$ cat src/rtl/add_chk_pkg.sv
// Shared state type, default parameters and counter helpers for the adder result checker.
package add_chk_pkg;

  localparam int DEF_WIDTH   = 4;
  localparam int DEF_LATENCY = 1;
  localparam int DEF_NUM_TXN = 16;
  localparam int CNT_W       = 8;

  typedef enum logic [1:0] {
    ST_IDLE = 2'd0,
    ST_RUN  = 2'd1,
    ST_DONE = 2'd2
  } state_t;

  typedef logic [CNT_W-1:0] cnt_t;

  function automatic cnt_t sat_inc(input cnt_t v);
    return (v == {CNT_W{1'b1}}) ? v : v + cnt_t'(1);
  endfunction

endpackage

$ cat src/rtl/add_chk_delay.sv
// Fixed-depth valid+payload shift line; an entry written at edge N appears on the outputs
// after edge N+DEPTH-1, so it is consumed at edge N+DEPTH.
module add_chk_delay
  import add_chk_pkg::*;
#(
  parameter int DAT_W = 13,
  parameter int DEPTH = DEF_LATENCY
) (
  input  logic             clk,
  input  logic             rst,
  input  logic             i_vld,
  input  logic [DAT_W-1:0] i_dat,
  output logic             o_vld,
  output logic [DAT_W-1:0] o_dat
);

  logic [DEPTH-1:0] r_vld;
  logic [DAT_W-1:0] r_dat [DEPTH];

  always_ff @(posedge clk or posedge rst) begin
    if (rst) begin
      r_vld <= '0;
      for (int i = 0; i < DEPTH; i++) begin
        r_dat[i] <= '0;
      end
    end else begin
      r_vld[0] <= i_vld;
      r_dat[0] <= i_dat;
      for (int i = 1; i < DEPTH; i++) begin
        r_vld[i] <= r_vld[i-1];
        r_dat[i] <= r_dat[i-1];
      end
    end
  end

  assign o_vld = r_vld[DEPTH-1];
  assign o_dat = r_dat[DEPTH-1];

endmodule

$ cat config.mk
export PLATFORM = sky130hd
export DESIGN_NAME = add_chk_delay
export DESIGN_NICKNAME = d
export VERILOG_FILES = /design/src/rtl/add_chk_pkg.sv /design/src/rtl/add_chk_delay.sv
export SDC_FILE = /design/constraint.sdc
export NUM_CORES = 1
export LEC_CHECK = 0
export CORE_AREA = 2 2 39 41
export CTS_CLUSTER_SIZE = 14
export DETAILED_ROUTE_END_ITERATION = 7
export DIE_AREA = 0 0 41 43
export PLACE_DENSITY = 0.74
export SYNTH_ARGS = -nofsm -noshare
export SYNTH_HDL_FRONTEND = slang
export SYNTH_SLANG_ARGS = --single-unit
$ cat constraint.sdc
create_clock -name clk -period 1 [get_ports clk]
set_clock_uncertainty 0.15 [all_clocks]
set_input_delay 0.1 -clock clk [delete_from_list [all_inputs] [get_ports clk]]
set_output_delay 0.1 -clock clk [all_outputs]
set_load 0.01 [all_outputs]
# --- Word-level counts from Yosys, hierarchy flattened ---
# Cells that the tools add are included.
totals:
  regBits: 14
  inputBits: 16
  out_inout_bits: 14
  elab_cells: 2

# --- Longest topological paths before layout ---
depth:
  depth_word: 0
  depth_mapped: 1

# --- Least setup slack after synthesis ---
# No wires, ideal clock.
synth_path:
  path_kind: "register to output"
  start: "register r_dat, in the netlist o_dat[0]"
  end: "output o_dat[0]"
  arrival_ns: 0.376
  required_ns: 0.750
  slack_ns: 0.374
  path_stages_with_launch: 1
  n_path_buf: 0
  path_cell_list: "dfrtp_1"
synth_lines:
  columns: ["item", "line", "rtl"]
  rows:
  - ["start: declaration", "add_chk_delay.sv:18", "logic [DAT_W-1:0] r_dat [DEPTH];"]
  - ["start signal: indexed assignment", "add_chk_delay.sv:31", "r_dat[i] <= r_dat[i-1];"]
  - ["end: declaration", "add_chk_delay.sv:14", "output logic [DAT_W-1:0] o_dat"]
# No word-level cell between the ends.

# --- Worst setup path after layout ---
layout_path:
  start: "register r_dat, in the netlist o_dat[0]"
  end: "output o_dat[0]"
# No word-level cell between the ends.

==> metrics.txt <==
outcome=finished, violations left; violated checks=setup timing; Setup crit start kind=flop; Cells after Synth=15; Seq/Total Area, Yosys=0.9894; Final WS setup=-31.88 ps; clock root buffer=clkbuf_4; First DRT Iteration DRCs=0; First-pass DRT Iterations=1; H-tree levels=1; share of cells above drive strength 1=0.4200; final cell count without fillers=66; RSZ-0062 raised after global routing=yes; P_leak=0.3305 nW; Cells after DPL=61; Worst setup EP type=primary output; IO Pins=30; critical path class=flop to primary output; CTS tree=done; filler instances=120; Yosys warning total=0; Antenna diodes=0; total grt overflow=0; Max Cap Viol=0; synthesized area per cell=approximately 24 sq um; drt drc=0; count of buffers from port buffering=29; antenna violations before repair=0; Syn Nets=31; Relative slew margins=0.9350; clk buf depth=2; Worst Tran Pin Value=97.30 ps; multi-input gate count=0; die width=41 microns; total die area=roughly 1800 sq um; Clock Pin Slew Worst Setup and Hold Paths=approximately 80 ps; min Tclk post-route=1032 ps; worst hold path class=input port to flop; Critical Path RT=between 700 and 800 ps; layout net count=67; maximum vdd drop=0.7855 mV; area delta synth->final=96.11%; largest net degree at the start of global routing=15; Core ar.=roughly 1400 sq um; first-pass GRT wire length=about 1100 microns; chip height=~43 microns; final worst path period share=1.032; WL final=between 700 and 800 microns; #FFs+latches synth=14; area of the mapped netlist=~350 sq um; Fmax achieved=roughly 970 MHz; Cell Rows=14; Fin. Hold Viols=0; via count=248; Fin Hold WS=roughly 110 ps; Final GP Congestion=0.5546; final setup vio count=14; Slew Limit Fails=0; largest delay contributor family on the critical path=flip-flops; critical path fanouts, max=1; Initial Util=0.2559; CP max stage delay=approximately 370 ps; total global-route track usage=0.09897; crit-path cells=buf_2; Critical-path top delay cell=dfrtp_1; crit path DAT=780 ps; Post-CTS Setup Bufs=0; Netlist cell types=2; Via density=roughly 3.8; Power Density=~1600 nW/um^2; Worst Path Buf+Inv=1; area of the multi-input gates=0 sq um; Post-DP HPWL=about 530 microns; CTS Sinks=14; vias in the first global route=between 200 and 300; Avg WL per Cell=roughly 11 microns; antenna-violating nets left=0; cts bufs inserted=3; most frequent cells in the layout=clkdlybuf4s50_1, dfrtp_1, buf_2; Post-Route Setup TNS=-208.2 ps
-- sequential cells by signal (all words and copies together), names as in the netlist --
register / cells
o_dat: 13
o_vld: 1
-- cell families (layout without fill, tap and decap cells) --
kind of cell / count (synthesis) / in the layout / share of synthesized area
buf+inv: 1 / 36 / 0.01059
flops: 14 / 14 / 0.9894
-- power by group --
| group | switching [mW] | internal, mW | total (mW) |
|---|---|---|---|
| sequential | 0.00730 | 0.594 | 0.601 |
| clock | 0.169 | 0.221 | 0.390 |
| combinational | 0.0479 | 0.0928 | 0.141 |
-- routing by layer --
| metal | wire, microns | global-route usage | vias to the layer above |
|---|---|---|---|
| met1 | 274 | 0.1088 | 112 |
| met5 | 0 | 0 | - |
| met3 | 102 | 0.03665 | 2 |
| met4 | 4 | 0.08000 | 0 |
| li1 | - | - | 115 |
| met2 | 339 | 0.1438 | 19 |
-- stage by stage --
stage / setup WS [ps] / utilization / total power [mW] / area [sq um]
5_1_grt: -69.67 / 0.5018 / 1.191 / 694.4
4_1_cts: -49.69 / 0.4774 / 1.135 / 660.6
2_1_floorplan: 374.4 / - / 0.6377 / 354.1
6_report: -31.88 / 0.5018 / 1.131 / 694.4
3_3_place_gp: -84.92 / 0.4946 / 0.7626 / 684.4
3_5_place_dp: -97.85 / 0.4946 / 0.7656 / 684.4
-- final cells by class --
class                 count  area [sq um]  share of cell area
clock buffer              4         36.28             0.05225
inverter                  1         3.754            0.005405
sequential               14         350.3              0.5045
tap                      16         20.02             0.02883
timing repair buffer     31         284.0              0.4090
-- path summary, 6_finish.rpt --
check	to	cells after the start	from	slack [ps]
worst max-delay path	o_dat[0]	1	o_dat[0]$_DFF_PP0_	-30
min in group asynchronous	o_dat[6]$_DFF_PP0_	3	rst	130
max in group asynchronous	o_dat[1]$_DFF_PP0_	3	rst	450
worst min-delay path	o_dat[3]$_DFF_PP0_	1	i_dat[3]	110
-- Yosys cell counts --
library cell / number / area share
dfrtp_1: 14 / 0.99
inv_1: 1 / 0.011
-- repair_timing --
action	CTS	global route
hold buffers	1	0
resized for setup	56	4
hold endpoints to repair	14	0
cloned	0	1
setup endpoints to repair	14	28
(Power assumes the default switching activity.)
